==> config.mk <==
export PLATFORM = sky130hd
export DESIGN_NAME = morph_window_3x3
export DESIGN_NICKNAME = d
export VERILOG_FILES = /design/src/rtl/morph_window_3x3.sv
export SDC_FILE = /design/constraint.sdc
export NUM_CORES = 1
export LEC_CHECK = 0
export BUFFER_PORTS_ARGS = -buffer_cell sky130_fd_sc_hd__buf_4
export CORE_MARGIN = 1.5
export CORE_UTILIZATION = 35
export DETAILED_ROUTE_END_ITERATION = 16
export GPL_ROUTABILITY_DRIVEN = 1
export PLACE_DENSITY = 0.49
export SYNTH_ARGS = -nofsm -noshare
export SYNTH_HDL_FRONTEND = slang
export SYNTH_SLANG_ARGS = --single-unit
==> constraint.sdc <==
create_clock -name clk -period 4.45 [get_ports clk]
set_clock_uncertainty 0.2 [all_clocks]
set_input_delay 0.445 -clock clk [delete_from_list [all_inputs] [get_ports clk]]
set_output_delay 0.445 -clock clk [all_outputs]
set_load 0.005 [all_outputs]
==> src/rtl/morph_window_3x3.sv <==
// morph_window_3x3: 3x3 grayscale morphology window stage (erode = min, dilate = max).
// It takes three vertically aligned row streams and emits one result for each interior
// pixel, together with that pixel's column index.
// Build option: define MORPH_SQUARE_KERNEL_EN to use the full 3x3 square kernel. When it
// is undefined the kernel is the 5-pixel cross. The port list is the same in both builds.
// Path from an accepted beat to the output: window register -> stage 1 partials -> stage 2 output.
module morph_window_3x3 #(
    parameter int DATA_W    = 8,
    parameter int PIC_WIDTH = 250,
    parameter int CW        = $clog2(PIC_WIDTH)
) (
    input  logic              clk,
    input  logic              rst,
    input  logic              valid_in,
    input  logic              sync,
    input  logic              mode,
    input  logic [DATA_W-1:0] din1,
    input  logic [DATA_W-1:0] din2,
    input  logic [DATA_W-1:0] din3,
    output logic [DATA_W-1:0] dout,
    output logic              valid_out,
    output logic [CW-1:0]     col_out
);

    localparam logic [CW-1:0] LAST_COL = CW'(PIC_WIDTH - 1);

    // Two-input select: min when dil = 0, max when dil = 1 (unsigned compare).
    function automatic logic [DATA_W-1:0] pick2(input logic [DATA_W-1:0] a,
                                               input logic [DATA_W-1:0] b,
                                               input logic              dil);
        if (dil) begin
            return (a > b) ? a : b;
        end else begin
            return (a < b) ? a : b;
        end
    endfunction

    // Three-input select, built from two 2-way selects.
    function automatic logic [DATA_W-1:0] pick3(input logic [DATA_W-1:0] a,
                                               input logic [DATA_W-1:0] b,
                                               input logic [DATA_W-1:0] c,
                                               input logic              dil);
        return pick2(pick2(a, b, dil), c, dil);
    endfunction

    // Window indexed [row][column]: row 0 = din1 (above), column 0 = newest beat.
    logic [DATA_W-1:0] win_q [0:2][0:2];
    logic [CW-1:0]     col_q, col_d, beat_col_s;
    logic              row_mode_q, row_mode_d;
    logic              win_vld_q, win_vld_d;
    logic [CW-1:0]     win_col_q, win_col_d;
    logic              win_mode_q;
    logic [DATA_W-1:0] s1_a_q, s1_a_d, s1_b_q, s1_b_d;
`ifdef MORPH_SQUARE_KERNEL_EN
    logic [DATA_W-1:0] s1_c_q, s1_c_d;
`endif
    logic              s1_vld_q, s1_mode_q;
    logic [CW-1:0]     s1_col_q;
    logic [DATA_W-1:0] dout_q, dout_d;
    logic              valid_out_q;
    logic [CW-1:0]     col_out_q;

    // Column bookkeeping: resolve the current beat's column, the next counter value and the row mode.
    always_comb begin
        beat_col_s = col_q;
        col_d      = col_q;
        row_mode_d = row_mode_q;
        win_vld_d  = 1'b0;
        win_col_d  = beat_col_s - CW'(1);
        if (sync) begin
            beat_col_s = '0;
        end else begin
            beat_col_s = col_q;
        end
        win_col_d = beat_col_s - CW'(1);
        if (valid_in) begin
            if (beat_col_s == LAST_COL) begin
                col_d = '0;
            end else begin
                col_d = beat_col_s + CW'(1);
            end
            if (beat_col_s == '0) begin
                row_mode_d = mode;
            end else begin
                row_mode_d = row_mode_q;
            end
            win_vld_d = (beat_col_s >= CW'(2));
        end else if (sync) begin
            col_d = '0;
        end else begin
            col_d = col_q;
        end
    end

    // Stage 1 partial computation, taken from the completed window.
    always_comb begin
`ifdef MORPH_SQUARE_KERNEL_EN
        s1_a_d = pick3(win_q[0][0], win_q[1][0], win_q[2][0], win_mode_q);
        s1_b_d = pick3(win_q[0][1], win_q[1][1], win_q[2][1], win_mode_q);
        s1_c_d = pick3(win_q[0][2], win_q[1][2], win_q[2][2], win_mode_q);
`else
        s1_a_d = pick3(win_q[0][1], win_q[1][1], win_q[2][1], win_mode_q);
        s1_b_d = pick2(win_q[1][0], win_q[1][2], win_mode_q);
`endif
    end

    // Stage 2 final combine of the stage 1 partials.
    always_comb begin
`ifdef MORPH_SQUARE_KERNEL_EN
        dout_d = pick3(s1_a_q, s1_b_q, s1_c_q, s1_mode_q);
`else
        dout_d = pick2(s1_a_q, s1_b_q, s1_mode_q);
`endif
    end

    // Window shift, column counter and the window-complete tag (the tag carries its own column and mode).
    always_ff @(posedge clk or posedge rst) begin
        if (rst) begin
            for (int r = 0; r < 3; r++) begin
                for (int c = 0; c < 3; c++) begin
                    win_q[r][c] <= '0;
                end
            end
            col_q      <= '0;
            row_mode_q <= 1'b0;
            win_vld_q  <= 1'b0;
            win_col_q  <= '0;
            win_mode_q <= 1'b0;
        end else begin
            if (valid_in) begin
                for (int r = 0; r < 3; r++) begin
                    win_q[r][2] <= win_q[r][1];
                    win_q[r][1] <= win_q[r][0];
                end
                win_q[0][0] <= din1;
                win_q[1][0] <= din2;
                win_q[2][0] <= din3;
            end
            col_q      <= col_d;
            row_mode_q <= row_mode_d;
            win_vld_q  <= win_vld_d;
            win_col_q  <= win_col_d;
            win_mode_q <= row_mode_q;
        end
    end

    // Pipeline stages 1 and 2. They advance every clock, so a bubble moves through as valid = 0.
    always_ff @(posedge clk or posedge rst) begin
        if (rst) begin
            s1_a_q      <= '0;
            s1_b_q      <= '0;
`ifdef MORPH_SQUARE_KERNEL_EN
            s1_c_q      <= '0;
`endif
            s1_vld_q    <= 1'b0;
            s1_col_q    <= '0;
            s1_mode_q   <= 1'b0;
            dout_q      <= '0;
            valid_out_q <= 1'b0;
            col_out_q   <= '0;
        end else begin
            s1_a_q      <= s1_a_d;
            s1_b_q      <= s1_b_d;
`ifdef MORPH_SQUARE_KERNEL_EN
            s1_c_q      <= s1_c_d;
`endif
            s1_vld_q    <= win_vld_q;
            s1_col_q    <= win_col_q;
            s1_mode_q   <= win_mode_q;
            valid_out_q <= s1_vld_q;
            if (s1_vld_q) begin
                dout_q    <= dout_d;
                col_out_q <= s1_col_q;
            end
        end
    end

    assign dout      = dout_q;
    assign valid_out = valid_out_q;
    assign col_out   = col_out_q;

endmodule
# After elaboration in Yosys (flattened, before gate mapping)

Index checks and enable logic that the tools add are counted.
Widths: inputs -> output; s select.

$add $sub $neg: 2
Equal/unequal tests: 1
Muxes and demuxes: 16
Magnitude comparators: 9
Reduce and logical (&&, ||, !) cells: 2

Operators with widths:

| operator            | number |
|---|---|
| $mux 8              | 15 |
| $gt 8x8->1          | 4 |
| $lt 8x8->1          | 4 |
| $add 8x1->8 const B | 1 |
| $eq 8x8->1 const B  | 1 |
| $ge 8x2->1 const B  | 1 |
| $logic_not 8->1     | 1 |
| $sub 8x1->8 const B | 1 |
| $reduce_and 2->1    | 1 |
| $mux 1              | 1 |

Bits in registers: 118
Output and inout port bits: 17

# Longest topological paths before layout

Depth in word-level cells: 6
Gate-level depth with buffers: 16
Gate-level depth less buffers: 16

# Least setup slack after synthesis

No wires, ideal clock.

Path type: reg-to-reg
From: register win_q[33] (netlist name)
To: register s1_a_q[1]
Data arrival time: 3.503 ns
Buffers on the path: 0
Cell stages (with the launch flop): 16
Setup time: 0.125 ns
Path slack: 0.622 ns
Period minus slack after synthesis: 3.828 ns
Path through: dfrtp_1 > inv_1 > ha_1 > nor2b_1 > o211ai_1 > a21oi_1 > o22a_1 > a21oi_2 > mux2_2 > ha_1 > a21o_1 > a21o_1 > a21oi_1 > o21ai_1 > mux2i_2 > mux2_2

Word-level cells in the longest chain between the ends: 6
Elaborated cells on any way between the ends: 10
Classes of those cells: order compare: 4; mux: 6

Ends and longest elaborated chain:

| item                                            | RTL line | source |
|---|---|---|
| start, declared                                 | 47       | `logic [DATA_W-1:0] win_q [0:2][0:2];` |
| start signal, assigned by index                 | 132      | `win_q[r][2] <= win_q[r][1];` |
| start signal, assigned by index                 | 133      | `win_q[r][1] <= win_q[r][0];` |
| $lt 8x8->1 / $gt 8x8->1 (equally long branches) | 34, 32   |  |
| $mux 8 (on tied branches)                       | 34, 32   |  |
| $mux 8 (*)                                      | 31       | `if (dil) begin` |
| $lt 8x8->1 / $gt 8x8->1 (equally long branches) | 34, 32   |  |
| $mux 8 (on tied branches)                       | 34, 32   |  |
| $mux 8 (*)                                      | 31       |  |
| named net s1_a_d[1]                             | 53       | `logic [DATA_W-1:0] s1_a_q, s1_a_d, s1_b_q, s1_b_d;` |
| end signal, assigned                            | 150      | `s1_a_q <= '0;` |
| end signal, assigned                            | 162      | `s1_a_q <= s1_a_d;` |
| end, declared                                   | 53       |  |

Mark *: on every way through the listed nets, which the timed path passes. The rest lies on a longest branch.
A chain may end at the register's enable or synchronous reset.

# Worst setup path after layout

Same ends and word-level chain as after synthesis.

==> run metrics <==
fin crit share=between 90% and 100%; Syn Inst Count=458; Post-Synth Simple-Gate Area=between 8 and 9%; Die X=roughly 130 um; Max-Cap Viols=0; post-synthesis average cell area=about 12 um2; dominant cells by area after synthesis=dfrtp_1 (55%), mux2_2 (13%), ha_1 (8.6%); total design power=around 3700 uW; routability cong.=slightly below 0.8; Max clock buf depth=2; initial antenna violation count=0; Lkg Pwr=0.003009 uW; WL/cell=14.38 um; vias in the first global route=approximately 3500; main combinational cell family by area after synthesis=multiplexers; Final Hold Fails=0; XOR/XNOR share of the synthesized area=~1.1%; Hold Buf Count CTS=0; critical path class=register to register; CTS tree=yes; core area=roughly 15000 um2; Finished Cell Area=about 6500 um2; I/O Buffers=45; Achievable Freq=243.7 MHz; post-synthesis sequential area ratio=between 50% and 60%; Post-CTS Resized=0; Root Driver=clkbuf_16; min cycle time layout=approximately 4.1 ns; post-synth top area share=between 50% and 60%; H-tree Lvls=4; num rows=45; ANT cells=0; GR Overflow Total=0; crit path DAT=between 4 and 5 ns; vias per cell=around 4.8; Setup crit start kind=register; post-synthesis mux area share=~16%; fin nets=roughly 580; io pins=46; setup bufs post-CTS=0; cell area after synthesis=around 5400 um2; DR iter-0 viols=around 170; flops & latches, synth=~120; final setup fails=0; RSZ-0062 raised after global routing=false; slowest stage delay, CP=0.49 ns; worst r2r src=win_q[33]; complex-gate fraction of the synthesized area=under 10%; Vias=3393; FF-to-FF path depth=15; Pwr per Cell Area=~570 nW/um2; area delta synth->final=20.73%; synth warn=0; wirelength, routed=~10 mm; hold_ws=roughly 0.0024 ns; setup TNS=0 ns; Max IR drop VDD=about 0.25 mV; FF-to-FF End=s1_a_q[1]; CP Cell Sequence=inv_1, ha_1, nor2b_1, o211ai_1, a21oi_1, o22a_1, a21oi_2, mux2_2, ha_1, a21o_1, a21o_1, a21oi_1, o21ai_1, mux2i_2, mux2_2; normalized max-slew margin=a little under half; final setup margin=0.3467 ns; DRC Markers=0; most common cell after layout, fill and taps aside=dfrtp_1; pre-CTS WS=0.3348 ns; overall routing resource usage=roughly 14%; net count after synthesis=approximately 520; dominant cell type by area after synthesis=dfrtp_1; post-DP HPWL=between 7 and 8 mm; Initial Util=35.71%; DRT Pass-1 Iters=4; CP max stage cell=mux2i_2; clock-pin slew on the worst setup and hold paths=around 0.060 ns; CTS Buf Count=17; DP Area=5937 um2; Post-DRT Antenna Nets=0; clk_lat worst skew=0.42 ns; CP required=around 4.6 ns; Die Ht=about 130 um; worst slew pin tran=a little over 0.8 ns; largest net degree at the start of global routing=68; clock sink total=118; crit path max fanout=8; Adder-Cell Fraction of Synth Area=under 10%; outcome=complete, no violations; most frequent cells in the layout=dfrtp_1 (118), mux2_2 (64), buf_4 (49), ha_1 (37), inv_1 (36); die area=16210 um2; count of unique library cells instantiated by Yosys=36; global-route wire length before repair=around 18 mm; R2R setup slack=approximately 0.35 ns; Slew Viols, Final=0; CP Capture Type=register; Hold Crit Class=input port to asynchronous set/reset pin; share of layout cells above drive strength 1=slightly below 30%
[critical path, delay by kind of cell (launching register included)]
family	cells	cell delay (ns)
multiplexers	3	1.29
buffers and inverters	1	0.06
AO/OA/AOI/OAI	8	1.34
AND/OR/NAND/NOR	1	0.13
flip-flops	1	0.36
adder cells (fa/ha/maj)	2	0.59
[where the power goes]
| group | switching, uW | total (uW) | leakage [uW] | internal [uW] |
|---|---|---|---|---|
| registers | 163 | 1460 | 0.00139 | 1290 |
| logic | 394 | 885 | 0.00133 | 491 |
| clock network | 522 | 1360 | 0.000286 | 835 |
| total | 1080 | 3700 | 0.00301 | 2620 |
[per-stage QoR]
stage	cells	util [%]
after floorplan	458	-
after global placement	679	39.20
after detailed placement	679	39.20
after CTS	711	43.11
after global routing	711	43.11
final	711	43.11
[final cells by class]
cell class	instances	area, um2
Tap cell	188	235.2
Clock inverter	15	167.7
Sequential cell	118	2953
Clock buffer	17	425.4
Inverter	37	141.4
Fill cell	1430	8616
Timing Repair Buffer	49	367.9
Multi-Input combinational cell	287	2240
[worst max-delay path by stage]
stage	from	to	slack, ns
detailed placement	win_q[33]	s1_a_q[2]	0.33
global route	win_q[33]	s1_a_q[2]	0.03
global placement	win_q[33]	s1_a_q[5]	0.39
CTS	win_q[33]	s1_a_q[2]	0.31
floorplan	win_q[33]	s1_a_q[1]	0.62
finish	win_q[33]	s1_a_q[1]	0.35
[cell families after synthesis]
group,count (synthesis)
AOI/OAI and AO/OA,74
adders and majority gates,37
DFF,118
and+or+nand+nor,92
buffers and inverters,53
muxes,77
xor gates and xnor gates,7
[routing by layer]
layer	track usage (%)	share of wire (%)
met1	20.07	51
met2	20.19	43
met3	4.564	4.2
met4	6.885	2.0
met5	0	0
[synthesized netlist by cell type]
cell type,n
buf_2,1
buf_1,1
nand4_1,9
nor2b_1,4
nand2_1,34
xnor2_1,4
o211ai_2,1
clkbuf_1,13
a21o_1,4
mux2i_1,10
a21oi_1,25
inv_1,37
nor4_1,1
nand3_1,4
o22a_1,1
a2111oi_2,1
o21bai_1,1
nor2_1,24
mux2_4,1
nor2b_4,1
nor3_1,5
o31a_1,1
nor4bb_1,1
a21oi_2,1
mux2_2,64
xor2_1,3
ha_1,37
o21ai_1,2
mux2i_2,2
o21ai_0,34
nor3b_1,2
dfrtp_1,118
nand2b_1,6
and3_1,1
buf_12,1
o211ai_1,3
[flip-flops by register name, indices dropped and copies added, names as in the netlist]
| register | count |
|---|---|
| s1_col_q | 8 |
| row_mode_q | 1 |
| s1_b_q | 8 |
| s1_a_q | 8 |
| col_q | 8 |
| s1_mode_q | 1 |
| dout | 8 |
| win_col_q | 8 |
| s1_vld_q | 1 |
| win_q | 56 |
| valid_out | 1 |
| win_vld_q | 1 |
| col_out | 8 |
| win_mode_q | 1 |
No activity file was read; power rests on OpenSTA's default activity.
